--- config.mk ---
export PLATFORM = sky130hd
export DESIGN_NAME = latch_strobe_gen
export DESIGN_NICKNAME = d
export VERILOG_FILES = /design/src/rtl/latch_strobe_gen.sv
export SDC_FILE = /design/constraint.sdc
export NUM_CORES = 1
export LEC_CHECK = 0
export BUFFER_PORTS_ARGS = -buffer_cell sky130_fd_sc_hd__buf_2
export CAP_MARGIN = 0
export CORE_UTILIZATION = 57
export CTS_CLUSTER_SIZE = 12
export DETAILED_ROUTE_END_ITERATION = 16
export PLACE_DENSITY = 0.93
export SYNTH_ARGS = -nofsm -noshare
export SYNTH_HDL_FRONTEND = slang
export SYNTH_SLANG_ARGS = --single-unit
--- constraint.sdc ---
create_clock -name clk -period 3.8 [get_ports clk]
set_clock_uncertainty 0.05 [all_clocks]
set_input_delay 0.38 -clock clk [delete_from_list [all_inputs] [get_ports clk]]
set_output_delay 0.38 -clock clk [all_outputs]
set_load 0.1 [all_outputs]
--- src/rtl/latch_strobe_gen.sv ---
// Sequences d/en/s/r strobes for transparent and set/reset latch banks behind a valid/ready request port.
// Optional readback compare of the latch outputs: define LATCH_STROBE_READBACK_EN.
module latch_strobe_gen #(
    parameter int unsigned WIDTH     = 1,
    parameter int unsigned SETUP_CYC = 1,
    parameter int unsigned PULSE_CYC = 2,
    parameter int unsigned HOLD_CYC  = 1
) (
    input  logic             clk,
    input  logic             rst,
    input  logic             req_valid,
    output logic             req_ready,
    input  logic [1:0]       req_op,
    input  logic [WIDTH-1:0] req_data,
    output logic [WIDTH-1:0] d_o,
    output logic             en_o,
    output logic             s_o,
    output logic             r_o,
    output logic             busy,
    output logic             done
`ifdef LATCH_STROBE_READBACK_EN
    ,
    input  logic [WIDTH-1:0] q_fb,
    output logic             err
`endif
);

    localparam int unsigned MAX_SP  = (SETUP_CYC > PULSE_CYC) ? SETUP_CYC : PULSE_CYC;
    localparam int unsigned MAX_CYC = (MAX_SP > HOLD_CYC) ? MAX_SP : HOLD_CYC;
    localparam int unsigned CNT_W   = $clog2(MAX_CYC + 1);

    localparam logic [CNT_W-1:0] SETUP_LD = CNT_W'((SETUP_CYC > 0) ? SETUP_CYC - 1 : 0);
    localparam logic [CNT_W-1:0] PULSE_LD = CNT_W'((PULSE_CYC > 0) ? PULSE_CYC - 1 : 0);
    localparam logic [CNT_W-1:0] HOLD_LD  = CNT_W'((HOLD_CYC > 0) ? HOLD_CYC - 1 : 0);

    localparam logic [1:0] OP_LOAD  = 2'b00;
    localparam logic [1:0] OP_SET   = 2'b01;
    localparam logic [1:0] OP_CLEAR = 2'b10;
    localparam logic [1:0] OP_NOP   = 2'b11;

    if (PULSE_CYC < 1) begin : g_bad_pulse
        $error("latch_strobe_gen: PULSE_CYC must be >= 1");
    end

    typedef enum logic [1:0] {IDLE, SETUP, PULSE, HOLD} state_t;

    state_t           state;
    logic [CNT_W-1:0] cnt;
    logic [1:0]       op;

    // One-hot strobe pattern {en, s, r} for an op; nop drives none.
    function automatic logic [2:0] strobes(input logic [1:0] o);
        case (o)
            OP_LOAD:  strobes = 3'b100;
            OP_SET:   strobes = 3'b010;
            OP_CLEAR: strobes = 3'b001;
            default:  strobes = 3'b000;
        endcase
    endfunction

    always_ff @(posedge clk or posedge rst) begin
        if (rst) begin
            state              <= IDLE;
            cnt                <= '0;
            op                 <= OP_NOP;
            d_o                <= '0;
            {en_o, s_o, r_o}   <= 3'b000;
            busy               <= 1'b0;
            done               <= 1'b0;
            req_ready          <= 1'b1;
        end else begin
            done <= 1'b0;
            case (state)
                IDLE: begin
                    if (req_valid && req_ready) begin
                        op        <= req_op;
                        busy      <= 1'b1;
                        req_ready <= 1'b0;
                        if (req_op == OP_LOAD) d_o <= req_data;
                        if (SETUP_CYC > 0) begin
                            state <= SETUP;
                            cnt   <= SETUP_LD;
                        end else begin
                            state            <= PULSE;
                            cnt              <= PULSE_LD;
                            {en_o, s_o, r_o} <= strobes(req_op);
                        end
                    end
                end
                SETUP: begin
                    if (cnt == '0) begin
                        state            <= PULSE;
                        cnt              <= PULSE_LD;
                        {en_o, s_o, r_o} <= strobes(op);
                    end else begin
                        cnt <= cnt - CNT_W'(1);
                    end
                end
                PULSE: begin
                    if (cnt == '0) begin
                        {en_o, s_o, r_o} <= 3'b000;
                        if (HOLD_CYC > 0) begin
                            state <= HOLD;
                            cnt   <= HOLD_LD;
                        end else begin
                            state     <= IDLE;
                            busy      <= 1'b0;
                            req_ready <= 1'b1;
                            done      <= 1'b1;
                        end
                    end else begin
                        cnt <= cnt - CNT_W'(1);
                    end
                end
                HOLD: begin
                    if (cnt == '0) begin
                        state     <= IDLE;
                        busy      <= 1'b0;
                        req_ready <= 1'b1;
                        done      <= 1'b1;
                    end else begin
                        cnt <= cnt - CNT_W'(1);
                    end
                end
                default: state <= IDLE;
            endcase
        end
    end

`ifdef LATCH_STROBE_READBACK_EN
    logic             chk_pt;
    logic [WIDTH-1:0] q_exp;

    // Compare on the final cycle before done, i.e. the last HOLD cycle or last PULSE cycle.
    assign chk_pt = (cnt == '0) &&
                    ((state == HOLD) || ((HOLD_CYC == 0) && (state == PULSE)));

    always_comb begin
        q_exp = '0;
        case (op)
            OP_LOAD: q_exp = d_o;
            OP_SET:  q_exp = '1;
            default: q_exp = '0;
        endcase
    end

    always_ff @(posedge clk or posedge rst) begin
        if (rst) begin
            err <= 1'b0;
        end else if (chk_pt && (op != OP_NOP) && (q_fb != q_exp)) begin
            err <= 1'b1;
        end
    end
`endif

endmodule

==> results of run 1 <==
[flip-flops by register name, summed over array words and instances (netlist names)]
register / count
cnt: 2
en_o: 1
r_o: 1
busy: 1
d_o: 1
req_ready: 1
s_o: 1
state: 2
done: 1
op: 2
[how the worst max path moves through the flow]
stage                     startpoint              end  slack, ns  depth (start not counted)
2_1_floorplan  req_ready$_DFFE_PP1P_  d_o$_DFFE_PP0P_       2.03                          3
3_3_place_gp    state[0]$_DFFE_PP0P_  d_o$_DFFE_PP0P_       2.08                          5
3_5_place_dp    state[0]$_DFFE_PP0P_  d_o$_DFFE_PP0P_       2.01                          5
4_1_cts         state[0]$_DFFE_PP0P_  d_o$_DFFE_PP0P_       1.99                          5
5_1_grt         state[0]$_DFFE_PP0P_  d_o$_DFFE_PP0P_       1.87                          5
6_report        state[0]$_DFFE_PP0P_  d_o$_DFFE_PP0P_       1.96                          5
[kinds of logic after synthesis]
family,Yosys count,synth area share (%)
multiplexers,9,14.6
AND/OR/NAND/NOR,16,11.0
adder cells (fa/ha/maj),11,17.5
flip-flops,13,41.7
AO/OA/AOI/OAI,14,11.9
buffers and inverters,7,3.33
[placed cells by master, fill, tap and decap left out, types with 2 or more instances in the layout]
cell / instances
buf_2: 12
ha_1: 11
dfrtp_1: 10
inv_1: 7
mux2_4: 4
mux2_2: 4
nor2_1: 4
o21ai_0: 4
clkbuf_4: 3
dfstp_2: 3
nor3_1: 2
a21oi_1: 2
nand2_1: 2
and2_1: 2
a21boi_0: 2
a22o_1: 2
nor3b_1: 2
[stage by stage]
step           setup slack, ns  std cells  hold WS (ns)  utilization (%)
3_5_place_dp              2.01         97         0.375             66.6
5_1_grt                   1.87        101         0.108             68.7
3_3_place_gp              2.08         97         0.351             66.6
2_1_floorplan             2.03         70         0.205                -
4_1_cts                   1.99        101        0.0773             68.7
6_report                  1.96        101        0.0738             68.7
[cell type report]
cell class | count | area (sq um) | share of cell area (%)
clock buffer | 4 | 26.3 | 2.94
multi-input combinational | 50 | 433 | 48.5
inverter | 7 | 26.3 | 2.94
timing repair buffer | 12 | 60.1 | 6.72
sequential | 13 | 329 | 36.8
tap | 15 | 18.8 | 2.10
[layer usage]
layer	up-vias	global-route usage (%)	share of wire, %
met2	9	42.9	52
met4	0	13.8	2.5
met5	-	0	0
met3	6	5.78	2.6
met1	280	25.8	43
li1	275	-	-
[critical path, stage by stage (launching register included)]
cell	delay, ns
dfrtp_1	0.44
inv_1	0.15
ha_1	0.32
nand3_1	0.18
nor3_1	0.21
mux2_2	0.37
==> results.ini, run 1 <==
[clock_tree]
insertion_delay_ns=0.27
numCtsBuffers=3
cts_resized=0
cts_setup_buffers=0
htree_levels=1
ctsHoldBuffers=0
clockBufferDepth=2
clk_pin_slew_ns=0.08
clock_sinks=13
cts_tree=built
cts_root_buffer=clkbuf_4

[critical_path]
end_kind=register
crit_path_max_fanout=7
r2r_start=state[0]$_DFFE_PP0P_
crit_type=register to register
startpoint_type=register
crit_arrival_ns=1.95
cp_data_required_time_ns=3.91
r2r_cells=5
r2r_end=d_o$_DFFE_PP0P_
rrSetupSlack_ns=1.96

[placement]
gp_congestion=0.853
portBuffers=12
dp_hpwl_microns=1210
place_area_sq_um=867

[timing]
worst_slew_pin_slew_ns=0.513
fin_crit_sh_pct=48.3
final_hold_viol_count=0
max_freq_ghz=0.545
final.setup.tns_ns=0
rsz0062_at_grt=no
fin_crit_ns=1.84
slew_violations=0
setup_viol=0
slew-limit-headroom_pct=65.8

[logic_synthesis]
synth-warning-count=0
synth-seq-cells=13
synth_area_leaders=dfrtp_1 32%, ha_1 17%, dfstp_2 10%
ys.flop_type=dfrtp_1
yosys-top-cells-count=11 x ha_1, 10 x dfrtp_1, 7 x inv_1
synth.top_cell.area_share_pct=31.7
synth_cell_type_count=24
async_flop_share_pct=100
synth.most_common_cell=ha_1
netlist_area_sq_um=788
synth_area_leader_cell=dfrtp_1
avgSynthCellArea_sq_um=11.3
syn_inst=70
synth_edf_count=0
ys_seq_area_share_pct=41.7
syn-num-nets=87

[grt]
grt_first_pass_wirelength_microns=2300
grt_pass1_vias=512
antenna_found_initial=0
grt-ovfl-total=0
grt_max_degree=14
grt_usage_pct=24.3

[route]
wl_per_cell_microns=15.9
drc=0
ant_nets=0
drt-total-wl_microns=1600
vias_per_cell=5.64
vias=570
initialDrtViolationCount=11
firstDrtPassIters=4

[die]
start_util_pct=60.6
die_w_microns=39.2
core_area_sq_mm=0.00130
chipHeight_microns=39.2
die_area_sq_mm=0.00154
pin_count=13
fp-row-count=13

[status]
status=finished clean

[min_path]
hold_path.class=input pin to asynchronous set/reset pin

[cells_and_area]
fillers=105
drive_gt1_share_pct=31.4
antenna_cells=0
area_growth_pct=13.3
stdcell_area_sq_um=893
nets=104

[job]
maxCapViolCount=0

Power of run 1 is not shown: default switching activity piles up to over one toggle a cycle in this logic, so the estimate is an artifact.
==> run 2, diff against run 1 <==
--- a/config.mk
+++ b/config.mk
@@ -7,10 +7,10 @@
 export LEC_CHECK = 0
 export BUFFER_PORTS_ARGS = -buffer_cell sky130_fd_sc_hd__buf_2
 export CAP_MARGIN = 0
-export CORE_UTILIZATION = 57
+export CORE_UTILIZATION = 53
 export CTS_CLUSTER_SIZE = 12
 export DETAILED_ROUTE_END_ITERATION = 16
-export PLACE_DENSITY = 0.93
+export PLACE_DENSITY = 0.88
 export SYNTH_ARGS = -nofsm -noshare
 export SYNTH_HDL_FRONTEND = slang
 export SYNTH_SLANG_ARGS = --single-unit
==> constraint.sdc (replaced) <==
create_clock -name clk -period 1.7 [get_ports clk]
set_clock_uncertainty 0.05 [all_clocks]
set_input_delay 0.17 -clock clk [delete_from_list [all_inputs] [get_ports clk]]
set_output_delay 0.17 -clock clk [all_outputs]
set_load 0.1 [all_outputs]
==> run 2 against run 1 <==
Effect of this change:
- count of clock-buffer cells in the layout did not move
- utilization rose by 4.8 points
- global-route usage fell by 1.8 points
- sequential share of layout area fell by 3.3 points
- cell count rose by 11%
- worst setup slack got worse by 1.9 ns
- via count rose by 4.6%
- hold slack improved by 0.0074 ns
- wire length rose by 3.1%
==> results.ini, run 2 (synthesis gave the netlist of run 1 again) <==
[timing]
finalHoldWorstSlack_ns=0.0812  ; +0.00743 ns
final.setup.tns_ns=0  ; unchanged
setup_ws_ns=0.0408  ; -1.92 ns
setup_viol=0  ; unchanged
worst_slew_pin_slew_ns=0.488  ; -0.0254 ns
final_hold_viol_count=0  ; unchanged
fin_crit_sh_pct=97.6  ; +49 points
slew_violations=0  ; unchanged
fin_crit_ns=1.66  ; -0.177 ns
slew-limit-headroom_pct=67.7  ; +2.0 points
max_freq_ghz=0.603  ; +11%

[critical_path]
crit_end=r_o$_DFFE_PP0P_
crit_path_max_fanout=4  ; -3
cp_slowest_cell=dfrtp_1
r2r_start=cnt[0]$_DFFE_PP0P_
crit_start=cnt[0]$_DFFE_PP0P_
cp.depth=5  ; unchanged
crit_type=register to register
cp_top_family=multiplexers
crit_arrival_ns=1.77  ; -0.18 ns
rrSetupSlack_ns=0.04  ; -1.92 ns
r2r_cells=5  ; unchanged
critPathMaxStageDelay_ns=0.41  ; -0.03 ns
critPathBufInv=1  ; unchanged
r2r_end=r_o$_DFFE_PP0P_
crit_path_cell_trace=inv_1 -> ha_1 -> mux2_4 -> and2_4 -> mux2_4
cp_data_required_time_ns=1.81  ; -2.10 ns
cpMostUsedCell=mux2_4
startpoint_type=register
end_kind=register

[die]
die_area_sq_mm=0.00165  ; +7.2%
fp-row-count=13  ; unchanged
start_util_pct=58.4  ; -2.2 points
pin_count=13  ; unchanged
die_w_microns=40.6  ; +3.5%
core_area_sq_mm=0.00135  ; +3.7%
chipHeight_microns=40.6  ; +3.5%

[clock_tree]
numCtsBuffers=3  ; unchanged
insertion_delay_ns=0.28  ; about the same
clockBufferDepth=2  ; unchanged
htree_levels=1  ; unchanged
cts_root_buffer=clkbuf_4
clk_pin_slew_ns=0.08  ; about the same
clock_sinks=13  ; unchanged
cts_tree=built

[cells_and_area]
fin_cells=112  ; +11%
nets=115  ; +11%
area_growth_pct=25.9
antenna_cells=0  ; unchanged
drive_gt1_share_pct=41.2  ; +9.8 points
top_regs=cnt: 2 flops, op: 2 flops, state: 2 flops
most-common-layout-cells=12 x buf_2, 10 x dfrtp_1, 10 x buf_4
final_common_cell=buf_2

[grt]
grt_pass1_vias=553  ; +8.0%
grt-ovfl-total=0  ; unchanged
grt_max_degree=14  ; unchanged
antenna_found_initial=0  ; unchanged
grt_first_pass_wirelength_microns=2280  ; -0.61%
grt_usage_pct=22.5  ; -1.8 points

[min_path]
hold_path.class=input pin to register

[job]
maxCapViolCount=0  ; unchanged

[route]
initialDrtViolationCount=11  ; unchanged
drt-total-wl_microns=1650  ; +3.1%
firstDrtPassIters=4  ; unchanged
vias_per_cell=5.32  ; -5.7%
ant_nets=0  ; unchanged
drc=0  ; unchanged
wl_per_cell_microns=14.7  ; -7.0%
vias=596  ; +4.6%

[placement]
dp_hpwl_microns=1200  ; -0.63%
portBuffers=12  ; unchanged
dp.cells=104  ; +7.2%
gp_congestion=0.815  ; -4.5%
place_ws_ns=0.0509  ; -1.96 ns

[status]
status=finished clean

==> run 2: cell types whose count changed in the layout (fill, tap and decap cells not counted), sizes merged <==
cell         previous run  this run
dlygate4sd3             0         1
buf                    12        22
==> run 2: per-layer routing <==
metal	vias up	global-route usage (%)	share of wire [%]
li1	295	-	-
met1	283	23.6	44
met2	11	40.5	50
met3	7	5.00	2.3
met4	0	12.5	3.1
met5	-	0	0
==> run 2: how the worst min path moves through the flow <==
stage | from | end | slack (ns) | cells after the start
after detailed placement | rst | cnt[0]$_DFFE_PP0P_ | 0.15 | 2
after CTS | req_data | d_o$_DFFE_PP0P_ | 0.07 | 2
after floorplan | rst | busy$_DFFE_PP0P_ | -0.005 | 1
after global routing | req_data | d_o$_DFFE_PP0P_ | 0.08 | 2
final | req_data | d_o$_DFFE_PP0P_ | 0.08 | 2
after global placement | rst | busy$_DFFE_PP0P_ | 0.14 | 2
==> run 2: cell type report <==
type / instances / area [sq um]
well taps: 15 / 18.8
flip-flops and latches: 13 / 333
repair buffers: 23 / 145
inverters: 7 / 26.3
clock buffers: 4 / 26.3
multi-input cells: 50 / 443
fillers: 96 / 358
==> run 2: per-stage QoR <==
step | util, % | instance area [sq um]
6_report | 73.5 | 992
3_3_place_gp | 68.4 | 923
5_1_grt | 73.5 | 992
4_1_cts | 71.5 | 965
3_5_place_dp | 68.4 | 923
2_1_floorplan | - | 792
==> run 2: repair_timing <==
item / CTS / global route
gates cloned: 0 / 0
hold endpoints to repair: 10 / 0
hold buffers: 1 / 0
gates resized for setup: 1 / 3
setup endpoints to repair: 1 / 8
pin swaps: 0 / 2
buffers inserted: 0 / 3
Power of run 2 is left out for the same reason.
